[src/rtl/toll_pkg.sv]
// Shared types and constants for the single-lane toll booth controller:
// FSM state encoding, vehicle type codes, per-class fees, display characters
// and the rate lookup payload.
package toll_pkg;

    localparam int unsigned BAL_W   = 16;
    localparam int unsigned FEE_W   = 8;
    localparam int unsigned TYPE_W  = 2;
    localparam int unsigned MSG_W   = 8;
    localparam int unsigned STATE_W = 3;
    localparam int unsigned COUNT_W = 16;
    localparam int unsigned REV_W   = 24;

    typedef enum logic [STATE_W-1:0] {
        ST_IDLE      = 3'd0,
        ST_CHECK     = 3'd1,
        ST_DEDUCT    = 3'd2,
        ST_GATE_OPEN = 3'd3,
        ST_DENIED    = 3'd4
    } state_t;

    localparam logic [TYPE_W-1:0] VT_CAR     = 2'b00;
    localparam logic [TYPE_W-1:0] VT_TRUCK   = 2'b01;
    localparam logic [TYPE_W-1:0] VT_BIKE    = 2'b10;
    localparam logic [TYPE_W-1:0] VT_INVALID = 2'b11;

    localparam logic [FEE_W-1:0] FEE_CAR   = 8'd50;
    localparam logic [FEE_W-1:0] FEE_TRUCK = 8'd100;
    localparam logic [FEE_W-1:0] FEE_BIKE  = 8'd20;

    localparam logic [MSG_W-1:0] MSG_IDLE   = 8'h49; // 'I'
    localparam logic [MSG_W-1:0] MSG_CHECK  = 8'h43; // 'C'
    localparam logic [MSG_W-1:0] MSG_DEDUCT = 8'h50; // 'P'
    localparam logic [MSG_W-1:0] MSG_OPEN   = 8'h4F; // 'O'
    localparam logic [MSG_W-1:0] MSG_DENIED = 8'h58; // 'X'

    // Fee lookup result; valid=0 means the vehicle class is never admitted.
    typedef struct packed {
        logic [FEE_W-1:0] fee;
        logic             valid;
    } rate_t;

    // Display character shown while the FSM sits in a given state.
    function automatic logic [MSG_W-1:0] state_msg(input state_t s);
        case (s)
            ST_CHECK:     return MSG_CHECK;
            ST_DEDUCT:    return MSG_DEDUCT;
            ST_GATE_OPEN: return MSG_OPEN;
            ST_DENIED:    return MSG_DENIED;
            default:      return MSG_IDLE;
        endcase
    endfunction

endpackage

[src/rtl/toll_rate_lut.sv]
// Combinational vehicle class -> fee lookup.
// Ports:
//   vehicle_type  in   2  class code (car/truck/bike/invalid)
//   rate          out  {fee[7:0], valid}
module toll_rate_lut
    import toll_pkg::*;
(
    input  logic [TYPE_W-1:0] vehicle_type,
    output rate_t             rate
);

    always_comb begin
        rate = '0;
        case (vehicle_type)
            VT_CAR:   rate = '{fee: FEE_CAR,   valid: 1'b1};
            VT_TRUCK: rate = '{fee: FEE_TRUCK, valid: 1'b1};
            VT_BIKE:  rate = '{fee: FEE_BIKE,  valid: 1'b1};
            default:  rate = '0;
        endcase
    end

endmodule

[src/rtl/toll_system.sv]
// Single-lane toll booth controller: latches a vehicle's class and card
// balance on detect, charges the class fee or denies passage, holds the
// barrier open for GATE_CYCLES cycles and drives an ASCII status character.
// Optional macro TOLL_STATS_EN adds saturating vehicle_count/revenue outputs.
// Ports:
//   clk               in   1   system clock, rising edge
//   reset             in   1   asynchronous active-high reset
//   vehicle_detected  in   1   vehicle present (sampled only in IDLE)
//   vehicle_type      in   2   vehicle class code
//   card_balance      in   16  card balance, unsigned
//   new_balance       out  16  balance after the last transaction
//   toll_deducted     out  8   fee charged by the last transaction
//   gate_open         out  1   barrier open
//   state             out  3   registered FSM state
//   display_msg       out  8   ASCII status character
//   vehicle_count     out  16  (TOLL_STATS_EN) admitted vehicles, saturating
//   revenue           out  24  (TOLL_STATS_EN) fees collected, saturating
module toll_system
    import toll_pkg::*;
#(
    parameter int unsigned GATE_CYCLES = 3,
    parameter int unsigned DENY_CYCLES = 2
) (
    input  logic               clk,
    input  logic               reset,
    input  logic               vehicle_detected,
    input  logic [TYPE_W-1:0]  vehicle_type,
    input  logic [BAL_W-1:0]   card_balance,
    output logic [BAL_W-1:0]   new_balance,
    output logic [FEE_W-1:0]   toll_deducted,
    output logic               gate_open,
    output logic [STATE_W-1:0] state,
`ifdef TOLL_STATS_EN
    output logic [COUNT_W-1:0] vehicle_count,
    output logic [REV_W-1:0]   revenue,
`endif
    output logic [MSG_W-1:0]   display_msg
);

    localparam int unsigned MAX_CYC = (GATE_CYCLES > DENY_CYCLES) ? GATE_CYCLES : DENY_CYCLES;
    localparam int unsigned CNT_W   = $clog2(MAX_CYC + 1);
    localparam logic [CNT_W-1:0] GATE_LAST = CNT_W'(GATE_CYCLES - 1);
    localparam logic [CNT_W-1:0] DENY_LAST = CNT_W'(DENY_CYCLES - 1);

    state_t             state_q;
    logic [TYPE_W-1:0]  type_q;
    logic [BAL_W-1:0]   bal_q;
    logic [CNT_W-1:0]   cnt_q;
    rate_t              rate;
    logic               can_pay;

    // Fee for the latched vehicle, not the live input.
    toll_rate_lut u_rate_lut (
        .vehicle_type (type_q),
        .rate         (rate)
    );

    assign can_pay = rate.valid && (bal_q >= BAL_W'(rate.fee));
    assign state   = state_q;

    // Transaction FSM with registered outputs; display tracks the next state.
    always_ff @(posedge clk or posedge reset) begin
        if (reset) begin
            state_q       <= ST_IDLE;
            type_q        <= '0;
            bal_q         <= '0;
            cnt_q         <= '0;
            new_balance   <= '0;
            toll_deducted <= '0;
            gate_open     <= 1'b0;
            display_msg   <= MSG_IDLE;
        end else begin
            case (state_q)
                ST_IDLE: begin
                    if (vehicle_detected) begin
                        type_q      <= vehicle_type;
                        bal_q       <= card_balance;
                        state_q     <= ST_CHECK;
                        display_msg <= state_msg(ST_CHECK);
                    end
                end
                ST_CHECK: begin
                    cnt_q <= '0;
                    if (can_pay) begin
                        state_q     <= ST_DEDUCT;
                        display_msg <= state_msg(ST_DEDUCT);
                    end else begin
                        toll_deducted <= '0;
                        new_balance   <= bal_q;
                        state_q       <= ST_DENIED;
                        display_msg   <= state_msg(ST_DENIED);
                    end
                end
                ST_DEDUCT: begin
                    // can_pay guaranteed fee <= balance, so no underflow.
                    new_balance   <= bal_q - BAL_W'(rate.fee);
                    toll_deducted <= rate.fee;
                    gate_open     <= 1'b1;
                    cnt_q         <= '0;
                    state_q       <= ST_GATE_OPEN;
                    display_msg   <= state_msg(ST_GATE_OPEN);
                end
                ST_GATE_OPEN: begin
                    if (cnt_q == GATE_LAST) begin
                        gate_open   <= 1'b0;
                        cnt_q       <= '0;
                        state_q     <= ST_IDLE;
                        display_msg <= state_msg(ST_IDLE);
                    end else begin
                        cnt_q <= cnt_q + CNT_W'(1);
                    end
                end
                ST_DENIED: begin
                    if (cnt_q == DENY_LAST) begin
                        cnt_q       <= '0;
                        state_q     <= ST_IDLE;
                        display_msg <= state_msg(ST_IDLE);
                    end else begin
                        cnt_q <= cnt_q + CNT_W'(1);
                    end
                end
                default: begin
                    gate_open   <= 1'b0;
                    cnt_q       <= '0;
                    state_q     <= ST_IDLE;
                    display_msg <= state_msg(ST_IDLE);
                end
            endcase
        end
    end

`ifdef TOLL_STATS_EN
    logic [REV_W:0] rev_sum;

    assign rev_sum = {1'b0, revenue} + (REV_W + 1)'(rate.fee);

    // Statistics update on DEDUCT -> GATE_OPEN, saturating at all-ones.
    always_ff @(posedge clk or posedge reset) begin
        if (reset) begin
            vehicle_count <= '0;
            revenue       <= '0;
        end else if (state_q == ST_DEDUCT) begin
            if (vehicle_count != '1) begin
                vehicle_count <= vehicle_count + COUNT_W'(1);
            end
            revenue <= rev_sum[REV_W] ? '1 : rev_sum[REV_W-1:0];
        end
    end
`endif

endmodule

[config.mk]
export PLATFORM = sky130hd
export DESIGN_NAME = toll_system
export DESIGN_NICKNAME = d
export VERILOG_FILES = /design/src/rtl/toll_pkg.sv /design/src/rtl/toll_rate_lut.sv /design/src/rtl/toll_system.sv
export SDC_FILE = /design/constraint.sdc
export NUM_CORES = 1
export LEC_CHECK = 0
export ABC_CLOCK_PERIOD_IN_PS = 2930
export CORE_UTILIZATION = 46
export DETAILED_ROUTE_END_ITERATION = 10
export HOLD_SLACK_MARGIN = 0.06
export PLACE_DENSITY_LB_ADDON = 0.25
export SLEW_MARGIN = 10
export SYNTH_ARGS = -nofsm -noshare
export SYNTH_HDL_FRONTEND = slang
export SYNTH_SLANG_ARGS = --single-unit
[constraint.sdc]
create_clock -name clk -period 2.93 [get_ports clk]
set_input_delay 0.293 -clock clk [delete_from_list [all_inputs] [get_ports clk]]
set_output_delay 0.293 -clock clk [all_outputs]
set_load 0.03 [all_outputs]
## Word level (Yosys, flattened, before mapping)

Cells that the tools add are included.

- Flip-flop bits (word level): 56
- Output and inout port bits: 36
- Logic and storage cells: 53

- $add $sub $neg: 2
- Magnitude comparators: 1
- Eq/ne operators: 12
- Muxes and demuxes: 20
- Bitwise logic cells: 1
- Reductions and logical operators: 9

Operators by type and width:

| operator | count |
|---|---|
| $pmux W8 S5 | 1 |
| $mux W8 | 4 |
| $pmux W16 S2 | 1 |
| $pmux W8 S3 | 1 |
| $ge A16 B8 Y1 | 1 |
| $mux W16 | 1 |
| $pmux W8 S2 | 1 |
| $sub A16 B8 Y16 | 1 |
| $pmux W3 S5 | 1 |
| $mux W3 | 4 |
| $ne A2 B2 Y1 const B | 4 |
| $eq A3 B2 Y1 const B | 2 |
| $pmux W2 S3 | 1 |
| $reduce_and A2 Y1 | 3 |
| $eq A2 B1 Y1 const B | 2 |
| $eq A2 B2 Y1 const B | 2 |
| $mux W2 | 2 |
| $mux W4 | 1 |
| $eq A3 B1 Y1 const B | 1 |
| $eq A3 B3 Y1 const B | 1 |
| $logic_not A3 Y1 | 1 |
| $pmux W1 S3 | 1 |
| $reduce_and A3 Y1 | 1 |
| $reduce_or A3 Y1 | 1 |
| other kinds (6) | 6 |

## Depth between registers and ports, before layout

- Depth after elaboration: 6
- Gate-level depth with buffers: 11

## By module

From an unflattened synthesis, not the netlist that was laid out.

- Cell total of the unflattened synthesis: 284
- Area, all modules: 2940.3 um^2

By module, submodules not included:

| module | instances | cells each | area an instance (um^2) | seq. area each (um^2) |
|---|---|---|---|---|
| toll_system | 1 | 270 | 2820.2 | 1303.8 |
| toll_rate_lut | 1 | 14 | 120.1 | 0.0 |

## Least setup slack after synthesis

Ideal clock, no wire load.

- Kind: register to register
- Start point: reg type_q[0]
- End point: reg new_balance[0]
- Data arrival time: 2.795 ns
- Data required time: 2.805 ns
- Setup slack: 0.010 ns
- Cell stages (with the launch flop): 12
- Buffers on the path: 2
- Clock period less this slack: 2.920 ns
- Path through: dfrtp_1 -> ha_1 -> inv_1 -> o21ai_0 -> ha_1 -> a21o_1 -> a211o_1 -> o311ai_4 -> and3_1 -> buf_6 -> buf_12 -> mux2_4

- Longest elaborated chain between the ends: 6
- Elaborated cells between the ends (all ways): 8
- Classes of those cells: 1 x order compare; 3 x eq/ne; 1 x mux; 3 x reduce/logical

Ends and longest elaborated chain:

| item | line | source |
|---|---|---|
| start: declaration | toll_system.sv:46 | `logic [TYPE_W-1:0] type_q;` |
| start signal: assignment | toll_system.sv:76 | `type_q <= vehicle_type;` |
| $eq A2 B2 Y1 (tied with other cells) | toll_rate_lut.sv:14 | `case (vehicle_type)` |
| $pmux W8 S3 * | toll_rate_lut.sv:14 |  |
| $ge A16 B8 Y1 | toll_system.sv:58 | `assign can_pay = rate.valid && (bal_q >= BAL_W'(rate.fee));` |
| $logic_and A1 B1 Y1 * | toll_system.sv:58 |  |
| $ne A2 B2 Y1 (no source line) * | - |  |
| $reduce_and A2 Y1 (no source line) * | - |  |
| end signal: assignment | toll_system.sv:89 | `new_balance <= bal_q;` |
| end signal: assignment | toll_system.sv:96 | `new_balance <= bal_q - BAL_W'(rate.fee);` |
| end: declaration | toll_system.sv:29 | `output logic [BAL_W-1:0] new_balance,` |

Mark *: on every way between the ends. The rest lies on a longest branch, timed or not.
A chain may end at the register's enable or synchronous reset.

## Worst setup path after layout

- Start point: reg type_q[0]
- End point: reg new_balance[1]

- Longest elaborated chain between the ends: 6
- Elaborated cells between the ends (all ways): 10
- Classes of those cells: 1 x add/sub; 1 x order compare; 3 x eq/ne; 2 x mux; 3 x reduce/logical

Ends and longest elaborated chain:

| item | line |
|---|---|
| $eq A2 B2 Y1 (tied with other cells) | toll_rate_lut.sv:14 |
| $pmux W8 S3 * | toll_rate_lut.sv:14 |
| $ge A16 B8 Y1 | toll_system.sv:58 |
| $logic_and A1 B1 Y1 | toll_system.sv:58 |
| $ne A2 B2 Y1 (no source line) | - |
| $reduce_and A2 Y1 (no source line) | - |

Marked as above.

==> results_dict.tcl <==
set metrics [dict create \
    numCtsBuffers 5 \
    powerDensity_nw_per_um2 1400 \
    num_vias 1977 \
    drive_above_1_share_pct 22.1 \
    dieArea_um2 6050 \
    hpwl_mm 4.17 \
    peakVddDrop_uv 746 \
    place_area_um2 3270 \
    cts_max_level 2 \
    cts.path.max_buffers 2 \
    min_period_ps 2810 \
    antenna_found_initial 0 \
    track_usage_pct 21.0 \
    drv_slew 0 \
    max-slew-margin-rel_pct 47.9 \
    reg2reg_to "new_balance[1]" \
    fin_util_pct 61.5 \
    cts_root_buf "clkbuf_8" \
    crit_type "register to register" \
    io_buffers 50 \
    drt.antenna.violating_nets 0 \
    status "finished clean" \
    ys_seq_elements 49 \
    core_um2 5510 \
    fin_crit_sh_pct 95.9 \
    timing.rr.start "type_q[0]" \
    final_area_um2 3380 \
    synth_top_area_cell "dfrtp_1" \
    antenna_cells 0 \
    die_h_um 77.8 \
    hp-class "primary input to asynchronous set/reset pin" \
    leakagePower_uw 0.00146 \
    postCtsHoldBufs 0 \
    initialDrtViolationCount 122 \
    synth_commonest_cells "dfrtp_1, mux2_2, nand2_1, o21ai_0, inv_1" \
    drc_errors 0 \
    tightest_slew_ps 778 \
    async_reset_ff_share_pct 100 \
    cts_tree "yes" \
    worstSkewPairLatency_ps 310 \
    worstSetupStartpointType "register" \
    grt_max_degree 50 \
    r2r_setup_slack_ps 120 \
    overflow 0 \
    dp.cells 363 \
    avgSynthCellArea_um2 11.2 \
    crit_required_ps 3130 \
    routed_wl_mm 5.68 \
    yosysMostFrequentCell "dfrtp_1" \
    ys_warn_count 0 \
    cp_max_fo 9 \
    cts_sinks 49 \
    die_w_um 77.8 \
    ys_top_cells_by_area "dfrtp_1, mux2_2, ha_1, mux2_4, o21ai_0" \
    synth_cell_types 49 \
    postCtsSetupBuffers 0 \
    cts.clk_slew.worst_paths_ps 90 \
    start_util_pct 48.0 \
    yosys.area.top_type_share_pct 44.5 \
    clock.fmax_mhz 356 \
    fin_cells 371 \
    first_global_vias 1937 \
    grt_pass1_wl_mm 9.69 \
    cap_violations 0 \
    rows 27 \
    crit_end "new_balance[1]" \
    synth_edf_count 0 \
    dr.pass1.iters 4 \
    hold_viol 0 \
    gp_congestion 0.880 \
    wl_per_cell_um 15.3 \
    totalPowerFinal_uw 4720 \
    worstRegToRegCells 10 \
    setup_viol 0 \
    end_kind "register" \
    critPathArrivalTime_ps 3010 \
    synth_cells 236 \
    nNetsFinal 331 \
    pin_count 57 \
    viasPerCell 5.33 \
    synth_ff_type "dfrtp_1" \
    area_growth_pct 28.0 \
    crit_start "type_q[0]" \
    yosysSeqAreaShare_pct 46.5 \
    clock_skew_ps 11.9 \
    synth_area_um2 2640 \
]
logic make-up after synthesis:
logic type,count (synthesis),synth area share [%]
muxes,29,13.3
other,2,0.284
adders and majority gates,12,5.96
DFF,49,46.5
and+or+nand+nor,49,9.80
buffers and inverters,30,6.15
xor gates and xnor gates,11,3.64
AOI/OAI and AO/OA,54,14.4
power by group:
part | switching (uW) | leakage [uW] | total (uW) | internal, uW
clock | 226 | 0.0000542 | 440 | 214
combinational | 1560 | 0.000821 | 2970 | 1410
sequential | 283 | 0.000588 | 1310 | 1030
total | 2070 | 0.00146 | 4720 | 2660
critical path: stages, from the launching register on:
cell      delay (ps)
dfrtp_1          440
ha_1             250
inv_1            110
o21ai_1          120
ha_1             230
a21o_1           190
a211o_1          330
o311ai_4         280
and3_1           210
buf_4            190
mux2_2           350
placed cells by master, fill, tap and decap left out, types with 5 or more instances in the layout:
| cell type | instances |
|---|---|
| clkdlybuf4s50_1 | 50 |
| buf_4 | 17 |
| xor2_1 | 5 |
| conb_1 | 6 |
| nor3_1 | 5 |
| clkbuf_8 | 7 |
| mux2_4 | 7 |
| dfrtp_1 | 47 |
| ha_1 | 11 |
| nand2_1 | 19 |
| o21ai_0 | 17 |
| mux2_2 | 21 |
| inv_1 | 12 |
| a31oi_1 | 8 |
| nor2_1 | 5 |
| xnor2_1 | 6 |
| o211ai_1 | 5 |
final cells by class:
| type | count | area (um^2) |
|---|---|---|
| clock buffer | 7 | 96.3 |
| clock inverter | 1 | 5.00 |
| fill | 461 | 2120 |
| inverter | 14 | 52.6 |
| multi-input combinational | 161 | 1280 |
| sequential | 49 | 1230 |
| tap | 72 | 90.1 |
| timing repair buffer | 67 | 628 |
metrics by stage:
stage | setup TNS, ps | hold WS, ps | setup slack, ps
2_1_floorplan | 0 | 410 | 10.2
3_3_place_gp | 0 | 450 | 142
3_5_place_dp | 0 | 462 | 47.9
4_1_cts | 0 | 475 | 23.3
5_1_grt | -0.375 | 503 | -0.375
6_report | 0 | 462 | 121
routing by layer:
layer | share of wire, % | global-route usage (%)
met5 | 0 | 0
met1 | 48 | 29.4
met3 | 4.4 | 4.47
met4 | 2.0 | 8.11
met2 | 45 | 31.6
registers in the layout, summed over array words and instances (netlist names):
| signal | flops |
|---|---|
| cnt_q | 2 |
| type_q | 2 |
| state | 3 |
| toll_deducted | 5 |
| display_msg | 4 |
| gate_open | 1 |
| bal_q | 16 |
| new_balance | 16 |
worst min-delay path by stage:
stage / from / endpoint / slack [ps] / cells after the start
finish: reset / toll_deducted[1] / 460 / 3
global route: display_msg[0] / display_msg[0] / 500 / 2
CTS: display_msg[0] / display_msg[0] / 470 / 2
detailed placement: display_msg[0] / display_msg[0] / 460 / 2
global placement: display_msg[0] / display_msg[0] / 450 / 2
floorplan: card_balance[1] / bal_q[1] / 410 / 2
repair_timing:
action                                  4_1_cts  5_1_grt
hold endpoints to repair                      0        0
endpoints found under the setup margin        0       19
resized for setup                             0        4
(Power assumes the default switching activity.)
